--- src/rtl/dac_sample_sequencer_pkg.sv ---
// Shared definitions for the DAC sample sequencer.
//   - seq_state_e     : sequencer FSM state encoding
//   - CMD_WRITE_A     : command prefix, write input register A
//   - CMD_WRITE_B_UPD : command prefix, write input register B and update all
//   - DEF_INIT_WORD_* : default DAC configuration words sent after reset
//   - to_offset_binary: two's-complement sample -> DAC offset-binary code
package dac_sample_sequencer_pkg;

  typedef enum logic [3:0] {
    ST_INIT0_SEND = 4'd0,
    ST_INIT0_WAIT = 4'd1,
    ST_INIT1_SEND = 4'd2,
    ST_INIT1_WAIT = 4'd3,
    ST_IDLE       = 4'd4,
    ST_SEND_A     = 4'd5,
    ST_WAIT_A     = 4'd6,
    ST_SEND_B     = 4'd7,
    ST_WAIT_B     = 4'd8
  } seq_state_e;

  localparam logic [7:0]  CMD_WRITE_A     = 8'h00;
  localparam logic [7:0]  CMD_WRITE_B_UPD = 8'h11;

  localparam logic [23:0] DEF_INIT_WORD_0 = 24'h380001;
  localparam logic [23:0] DEF_INIT_WORD_1 = 24'h300003;

  // Phase counter values shared by SEND_x and WAIT_x states.
  // SEND_x: phase 0 = waiting for ready, phases 1..2 = o_DAC_Send high.
  // WAIT_x: phases 0..1 = guard cycles, phase 2 = wait for ready.
  localparam logic [1:0]  SEND_LAST_PHASE  = 2'd2;
  localparam logic [1:0]  GUARD_LAST_PHASE = 2'd2;

  function automatic logic [15:0] to_offset_binary(input logic [15:0] sample);
    return {~sample[15], sample[14:0]};
  endfunction

endpackage

--- src/rtl/dac_sample_sequencer_tick.sv ---
// dac_tick_gen: free-running divider producing the sample-period tick.
//   i_Clock : system clock
//   i_Reset : synchronous active-high reset, count returns to 0
//   o_tick  : high for one cycle while the count equals CLK_DIV-1
module dac_tick_gen #(
  parameter int unsigned CLK_DIV = 1000
) (
  input  logic i_Clock,
  input  logic i_Reset,
  output logic o_tick
);

  localparam int unsigned CW = $clog2(CLK_DIV);
  localparam logic [CW-1:0] LAST_COUNT = CW'(CLK_DIV - 1);

  logic [CW-1:0] count_q;
  logic [CW-1:0] count_d;

  always_comb begin
    count_d = count_q + 1'b1;
    if (count_q == LAST_COUNT) begin
      count_d = '0;
    end
  end

  always_ff @(posedge i_Clock) begin
    if (i_Reset) begin
      count_q <= '0;
    end else begin
      count_q <= count_d;
    end
  end

  assign o_tick = (count_q == LAST_COUNT);

endmodule

--- src/rtl/dac_sample_sequencer.sv ---
// dac_sample_sequencer: paces stereo samples into a 24-bit SPI DAC.
// After reset it sends two configuration words, then at every sample tick
// sends a channel-A word followed by a channel-B word (update all).
//   i_Clock, i_Reset        : clock, synchronous active-high reset
//   i_Sample_L/R, _Valid    : signed sample pair, captured on the valid strobe
//   i_DAC_Ready             : serialiser can accept a word
//   o_DAC_Data, o_DAC_Send  : word and send request to the serialiser
//   o_Sample_Request        : one-cycle pulse per tick asking for the next pair
//   o_Underrun / o_Overrun  : sticky error flags
//
// Serialiser handshake: a word is offered only once i_DAC_Ready has been seen
// high in the SEND state; o_DAC_Send is then held for exactly two cycles and
// o_DAC_Data stays constant from the first send cycle until the following
// WAIT state exits. WAIT spends two guard cycles before looking at ready again.
module dac_sample_sequencer
  import dac_sample_sequencer_pkg::*;
#(
  parameter int unsigned  CLK_DIV     = 1000,
  parameter logic [23:0]  INIT_WORD_0 = DEF_INIT_WORD_0,
  parameter logic [23:0]  INIT_WORD_1 = DEF_INIT_WORD_1
) (
  input  logic        i_Clock,
  input  logic        i_Reset,
  input  logic [15:0] i_Sample_L,
  input  logic [15:0] i_Sample_R,
  input  logic        i_Sample_Valid,
  input  logic        i_DAC_Ready,
  output logic [23:0] o_DAC_Data,
  output logic        o_DAC_Send,
  output logic        o_Sample_Request,
  output logic        o_Underrun,
  output logic        o_Overrun
);

  logic tick;

  seq_state_e  state_q, state_d;
  logic [1:0]  phase_q, phase_d;
  logic [31:0] hold_q, hold_d;
  logic [31:0] work_q, work_d;
  logic        fresh_q, fresh_d;
  logic        underrun_q, underrun_d;
  logic        overrun_q, overrun_d;

  logic        start_seq;
  logic        in_init;
  logic        in_send;
  logic        in_wait;
  logic [23:0] state_word;

  dac_tick_gen #(
    .CLK_DIV (CLK_DIV)
  ) u_tick_gen (
    .i_Clock (i_Clock),
    .i_Reset (i_Reset),
    .o_tick  (tick)
  );

  assign in_init = (state_q == ST_INIT0_SEND) || (state_q == ST_INIT0_WAIT) ||
                   (state_q == ST_INIT1_SEND) || (state_q == ST_INIT1_WAIT);
  assign in_send = (state_q == ST_INIT0_SEND) || (state_q == ST_INIT1_SEND) ||
                   (state_q == ST_SEND_A)     || (state_q == ST_SEND_B);
  assign in_wait = (state_q == ST_INIT0_WAIT) || (state_q == ST_INIT1_WAIT) ||
                   (state_q == ST_WAIT_A)     || (state_q == ST_WAIT_B);

  // Sample capture and tick handling. A tick is only acted on in IDLE; during
  // init it is ignored silently, elsewhere it is dropped and flagged.
  always_comb begin
    hold_d     = hold_q;
    fresh_d    = fresh_q;
    work_d     = work_q;
    underrun_d = underrun_q;
    overrun_d  = overrun_q;
    start_seq  = 1'b0;

    if (i_Sample_Valid) begin
      hold_d  = {i_Sample_L, i_Sample_R};
      fresh_d = 1'b1;
    end

    if (tick) begin
      if (state_q == ST_IDLE) begin
        start_seq = 1'b1;
        fresh_d   = 1'b0;
        // A pair arriving on the tick cycle itself is used directly.
        if (i_Sample_Valid) begin
          work_d = {i_Sample_L, i_Sample_R};
        end else begin
          work_d = hold_q;
          if (!fresh_q) begin
            underrun_d = 1'b1;
          end
        end
      end else if (!in_init) begin
        overrun_d = 1'b1;
      end
    end
  end

  // FSM: next state
  always_comb begin
    state_d = state_q;
    phase_d = phase_q;

    case (state_q)
      ST_INIT0_SEND, ST_INIT1_SEND, ST_SEND_A, ST_SEND_B: begin
        if (phase_q == 2'd0) begin
          if (i_DAC_Ready) begin
            phase_d = 2'd1;
          end
        end else if (phase_q == SEND_LAST_PHASE) begin
          phase_d = 2'd0;
          case (state_q)
            ST_INIT0_SEND: state_d = ST_INIT0_WAIT;
            ST_INIT1_SEND: state_d = ST_INIT1_WAIT;
            ST_SEND_A:     state_d = ST_WAIT_A;
            default:       state_d = ST_WAIT_B;
          endcase
        end else begin
          phase_d = phase_q + 2'd1;
        end
      end

      ST_INIT0_WAIT, ST_INIT1_WAIT, ST_WAIT_A, ST_WAIT_B: begin
        if (phase_q != GUARD_LAST_PHASE) begin
          phase_d = phase_q + 2'd1;
        end else if (i_DAC_Ready) begin
          phase_d = 2'd0;
          case (state_q)
            ST_INIT0_WAIT: state_d = ST_INIT1_SEND;
            ST_WAIT_A:     state_d = ST_SEND_B;
            default:       state_d = ST_IDLE;
          endcase
        end
      end

      ST_IDLE: begin
        phase_d = 2'd0;
        if (start_seq) begin
          state_d = ST_SEND_A;
        end
      end

      default: begin
        state_d = ST_INIT0_SEND;
        phase_d = 2'd0;
      end
    endcase
  end

  // FSM: state register plus datapath registers
  always_ff @(posedge i_Clock) begin
    if (i_Reset) begin
      state_q    <= ST_INIT0_SEND;
      phase_q    <= 2'd0;
      hold_q     <= '0;
      work_q     <= '0;
      fresh_q    <= 1'b0;
      underrun_q <= 1'b0;
      overrun_q  <= 1'b0;
    end else begin
      state_q    <= state_d;
      phase_q    <= phase_d;
      hold_q     <= hold_d;
      work_q     <= work_d;
      fresh_q    <= fresh_d;
      underrun_q <= underrun_d;
      overrun_q  <= overrun_d;
    end
  end

  // FSM: outputs. Everything is decoded from registers, so the cycle after
  // reset shows all outputs low even with i_DAC_Ready high.
  always_comb begin
    case (state_q)
      ST_INIT0_SEND, ST_INIT0_WAIT: state_word = INIT_WORD_0;
      ST_INIT1_SEND, ST_INIT1_WAIT: state_word = INIT_WORD_1;
      ST_SEND_A, ST_WAIT_A: state_word = {CMD_WRITE_A, to_offset_binary(work_q[31:16])};
      ST_SEND_B, ST_WAIT_B: state_word = {CMD_WRITE_B_UPD, to_offset_binary(work_q[15:0])};
      default:              state_word = '0;
    endcase

    o_DAC_Send = in_send && (phase_q != 2'd0);
    o_DAC_Data = (o_DAC_Send || in_wait) ? state_word : 24'h000000;
  end

  assign o_Sample_Request = tick;
  assign o_Underrun       = underrun_q;
  assign o_Overrun        = overrun_q;

endmodule

--- config.mk ---
export PLATFORM = sky130hd
export DESIGN_NAME = dac_sample_sequencer
export DESIGN_NICKNAME = d
export VERILOG_FILES = /design/src/rtl/dac_sample_sequencer_pkg.sv /design/src/rtl/dac_sample_sequencer_tick.sv /design/src/rtl/dac_sample_sequencer.sv
export SDC_FILE = /design/constraint.sdc
export NUM_CORES = 1
export LEC_CHECK = 0
export ABC_AREA = 1
export CORE_MARGIN = 4
export CORE_UTILIZATION = 40
export CTS_BUF_LIST = sky130_fd_sc_hd__clkbuf_8 sky130_fd_sc_hd__clkbuf_16
export DETAILED_ROUTE_END_ITERATION = 10
export MAX_ROUTING_LAYER = met4
export SYNTH_ARGS = -nofsm -noshare
export SYNTH_HDL_FRONTEND = slang
export SYNTH_HIERARCHICAL = 1
export SYNTH_SLANG_ARGS = --single-unit
--- constraint.sdc ---
create_clock -name i_Clock -period 2 [get_ports i_Clock]
set_input_delay 0.4 -clock i_Clock [delete_from_list [all_inputs] [get_ports i_Clock]]
set_output_delay 0.4 -clock i_Clock [all_outputs]
set_load 0.05 [all_outputs]
# Word level (Yosys, flattened, before mapping)
# Cells that the tools add are included.
# classes
addsub,2
n_eq_ne,18
muxes,22
bitwise_logic,6
reduce_logical,26
# op_table
op,count
$pmux 22 s4,1
$mux 32,1
$mux 24,1
$pmux 4 s3,2
$mux 4,5
$eq 4x3->1 const B,4
$ne 2x2->1 const B,6
$add 10x1->10 const B,1
$eq 10x10->1 const B,1
$logic_or 1x1->1,10
$mux 2,5
$reduce_or 2->1,5
$eq 4x2->1 const B,2
$reduce_or 4->1,2
$ne 3x3->1 const B,2
$not 1->1,6
$pmux 3 s2,1
$mux 1,5
$reduce_and 5->1,1
$eq 4x1->1 const B,1
$eq 4x4->1 const B,1
$logic_not 4->1,1
$pmux 2 s2,1
$reduce_and 2->1,2
7 further kinds,7
# totals
register_bits,83
output_inout_bits,28

# Depth between registers and ports, before layout
# depth
depth_word,7
mapped_depth,13
mapped_depth_nobuf,13

# Hierarchy
# Netlist, hierarchy kept.
# modules_own_cells
module,n_inst,cells_each,area_per_inst_um2,seq_area_each_um2
dac_sample_sequencer,1,427,3066.7,1461.4
dac_tick_gen,1,67,494.2,200.2

# Worst setup path before layout
# No wires, ideal clock.
# synth_path
path_kind,register -> register
start,reg u_tick_gen.count_q[0]
end,reg work_q[16]
t_arrival_ps,2729
required_ps,1886
setup_slack_ps,-843
stages_incl_launch_ff,12
path_buffers,1
path_cell_list,dfxtp_1 -> ha_1 -> nand2_1 -> inv_1 -> nand3_1 -> nor3_1 -> nand2_1 -> nand2_1 -> inv_2 -> buf_2 -> o22ai_1 -> inv_2
# synth_via
elab_chain_cells,2
# synth_lines
item,line_no,rtl
from (decl),dac_sample_sequencer_tick.sv:16,logic [CW-1:0] count_q;
from (signal assigned),dac_sample_sequencer_tick.sv:30,count_q <= count_d;
$eq 10x10->1,dac_sample_sequencer_tick.sv:34,assign o_tick = (count_q == LAST_COUNT);
via o_Sample_Request,dac_sample_sequencer.sv:30,"output logic o_Sample_Request,"
$reduce_and 2->1 (no source line),--,
to (signal assigned),dac_sample_sequencer.sv:165,work_q <= work_d;
to (decl),dac_sample_sequencer.sv:40,"logic [31:0] work_q, work_d;"
# The timed path passes the listed nets, and every way through them passes these cells.
# A chain may end at the register's enable or synchronous reset.

# Worst setup path in the final report
# layout_path
start,reg state_q[2]
end,out o_DAC_Data[15]
# layout_via
elab_chain_cells,7
word_cells_on_any_way,22
classes_between,7 x eq/ne; 2 x mux; 13 x reduce/logical
# layout_lines
item,line_no,rtl
from (decl),dac_sample_sequencer.sv:37,"seq_state_e state_q, state_d;"
from (signal assigned),dac_sample_sequencer.sv:162,state_q <= state_d;
branches (longest 6 deep; another with $pmux 22 s4),--,
$mux 24 *,dac_sample_sequencer.sv:184,o_DAC_Data = (o_DAC_Send || in_wait) ? state_word : 24'h000000;
to (decl),dac_sample_sequencer.sv:28,"output logic [23:0] o_DAC_Data,"
# Every way passes the cells marked *.

==> results.ini <==
[route]
vias = 3309
routed_via_density = 4.741
wirelength_mm = 9.385
drt_first_pass_iters = 4
drt_first_iter_violations = 161
drcViolationCount = 0
antenna_left = 0
wl_per_cell_um = 13.45

[cells_and_area]
multi_input_area_mm2 = 0.001703
mostFrequentLayoutCells = nor2_1 (93), dfxtp_1 (76), nand2_1 (65)
n_antenna_cell = 0
finish.utilization = 0.6151
finish.net_count = 622
drive_gt1_frac = 0.2949
n_fill_cell = 742
area_growth_syn_to_layout_pct = 49.89
seq_area_mm2 = 0.001680
final_common_cell = nor2_1

[timing]
timing.setup.tns_ps = -2744
min_period_ps = 2167
final_max_slew_viol_count = 0
fin_skew_ps = 10.78
period_share = 1.084
final_hold_viol_count = 0
layout_setup_ws_ps = -167.4
setup_violations = 21
relSlewSlack = 0.6040
fmax_ghz = 0.4614
rsz0062_at_grt = yes
worstMarginPinSlew_ps = 593.1

[critical_path]
endpoint_kind = primary output
slowest_delay_ps = 380
critPathMaxFanout = 8
cp_data_arrival_time_ps = 1770
cpMostUsedCell = nor2_4
start_kind = flop
cp_slowest_cell = dfxtp_4
worst-path-buf-inv = 4
critPathRequiredTime_ps = 1600
crit_path_cell_trace = inv_4 > nand2_4 > nor2_4 > clkbuf_16 > nor2_4 > o22ai_2 > nand2_2 > inv_2 > buf_12
crit_type = flop to primary output
cpLargestDelayFamily = buffers and inverters

[die]
fp.dieH_um = 102.4
rows = 34
dieWidth_um = 102.4
initial_core_util = 0.4103
fp.coreArea_mm2 = 0.008678
io_pins = 64
die_area_mm2 = 0.01048

[clocking]
cts.reportedPaths.clkPinSlew_ps = 80
cts_tree = yes
cts_root_buffer = clkbuf_8
insertion_delay_ps = 350
cts.path.max_buffers = 2
cts_sinks = 83
htreeDepth = 3
numCtsBuffers = 9

[placed_design]
post-dp-hpwl_mm = 5.981
gp_congestion = 0.8283
portBuffers = 59
pre_cts_ws_ps = 41.68

[global_routing]
grt_antenna_before_repair = 0
grt_usage = 0.1865
grt_pass1_vias = 3140
grt_pass1_wl_mm = 14.98
overflow = 0
grt_max_degree = 37

[synthesis]
yosys_register_bits = 83
yosysTopAreaCellShare = 0.4666
synth_top_cell_by_area = dfxtp_1
synth.area.top_cells = dfxtp_1 (47%), nor2_1 (10%), nand2_1 (8.4%), inv_1 (7.3%), o21ai_0 (7.2%)
synth_cells = 494
ys_warn_count = 6
ys_seq_area_frac = 0.4666
syn-cell-area_mm2 = 0.003561
synth_cell_types = 28
avgSynthCellArea_um2 = 7.208

[outcome]
status = finished, violations left
violations = negative setup slack

[min_path]
hp-class = flop to flop

[power_and_ir_drop]
powerDensity_mw_per_mm2 = 1215
fin_total_pwr_mw = 6.485
vdd_drop_max_uv = 650.9
cellLeakagePower_nw = 2.608

[job]
maxCapViolCount = 0

-- synth_stat cells --
cell / n
a21oi_1: 6
a21oi_2: 1
buf_2: 8
buf_4: 6
clkbuf_1: 9
conb_1: 1
dfxtp_1: 83
ha_1: 1
inv_1: 69
inv_2: 9
nand2_1: 80
nand2_2: 8
nand3_1: 5
nand3_2: 5
nand3_4: 1
nand3b_1: 1
nand4_1: 1
nor2_1: 99
nor2_2: 2
nor2_4: 5
nor3_1: 4
o211ai_1: 1
o21ai_0: 51
o21ai_2: 1
o22a_1: 1
o22ai_1: 32
xnor2_1: 1
xor2_1: 3
-- through the flow --
stage	hold WS (ps)	cell area (µm²)	cells
2_1_floorplan	431.6	3655	497
3_3_place_gp	440.2	4596	652
3_5_place_dp	447.4	4596	652
4_1_cts	481.1	5057	683
5_1_grt	507.5	5338	698
6_report	478.5	5338	698
-- cell families after synthesis --
| logic type | count (synthesis) | share of synthesized area |
|---|---|---|
| fa+ha+maj | 1 | 0.003513 |
| simple gates | 211 | 0.2576 |
| buf+inv | 101 | 0.1156 |
| xor+xnor | 4 | 0.009840 |
| flops | 83 | 0.4666 |
| other cells | 1 | 0.001053 |
| compound gates | 93 | 0.1458 |
-- where the power goes --
group          internal [mW]  leakage, nW  total, mW  switching [mW]
clock                  0.865        0.123       1.46           0.590
combinational           1.46         1.80       3.18            1.72
sequential              1.76        0.682       1.85          0.0859
total                   4.09         2.61       6.49            2.40
-- state kept, by name, summed over array words and instances, names as in the netlist --
register	count
fresh_q	1
hold_q	32
o_Overrun	1
o_Underrun	1
phase_q	2
state_q	4
u_tick_gen/count_q	10
work_q	32
-- worst reg2reg max path, cell delays in order, from the launching register on --
cell	delay (ps)
dfxtp_4	410
inv_4	60
nand2_4	100
o21ai_4	70
buf_4	130
buf_4	120
buf_4	120
buf_4	120
nand2_1	70
nand2_1	60
inv_1	90
nand3_4	130
nand2_1	100
nand2_1	60
nor2_1	100
-- area by class of cell --
class | instances | area share
multi-input combinational | 313 | 0.3190
sequential | 83 | 0.3148
timing repair buffer | 99 | 0.2332
inverter | 78 | 0.05954
clock buffer | 10 | 0.02579
tap | 108 | 0.02532
clock inverter | 6 | 0.02086
timing repair inverter | 1 | 0.001406
-- layer usage --
metal,GRT usage,routed length [µm],vias to the layer above
met1,0.2431,4443,1476
met2,0.2899,4359,93
met5,-,0,-
met3,0.04027,457,12
met4,0.05853,125,0
li1,-,-,1728
-- path summary, 6_finish.rpt --
check                  start             end  slack (ps)  cells after the start
hold / removal       fresh_q         fresh_q         480                      2
setup reg to reg  state_q[3]      state_q[3]         210                     14
setup / recovery  state_q[2]  o_DAC_Data[15]        -170                      9
hold reg to reg      fresh_q         fresh_q         480                      2
-- timing repair --
action                                  in CTS  in global routing
setup buffers                               14                 12
endpoints found under the setup margin      21                 22
pin swaps                                    6                 19
gates cloned                                 1                  3
hold endpoints to repair                     0                  0
gates resized for setup                     48                 44
hold buffers                                 0                  0
Power figures use the tool's default switching activity.
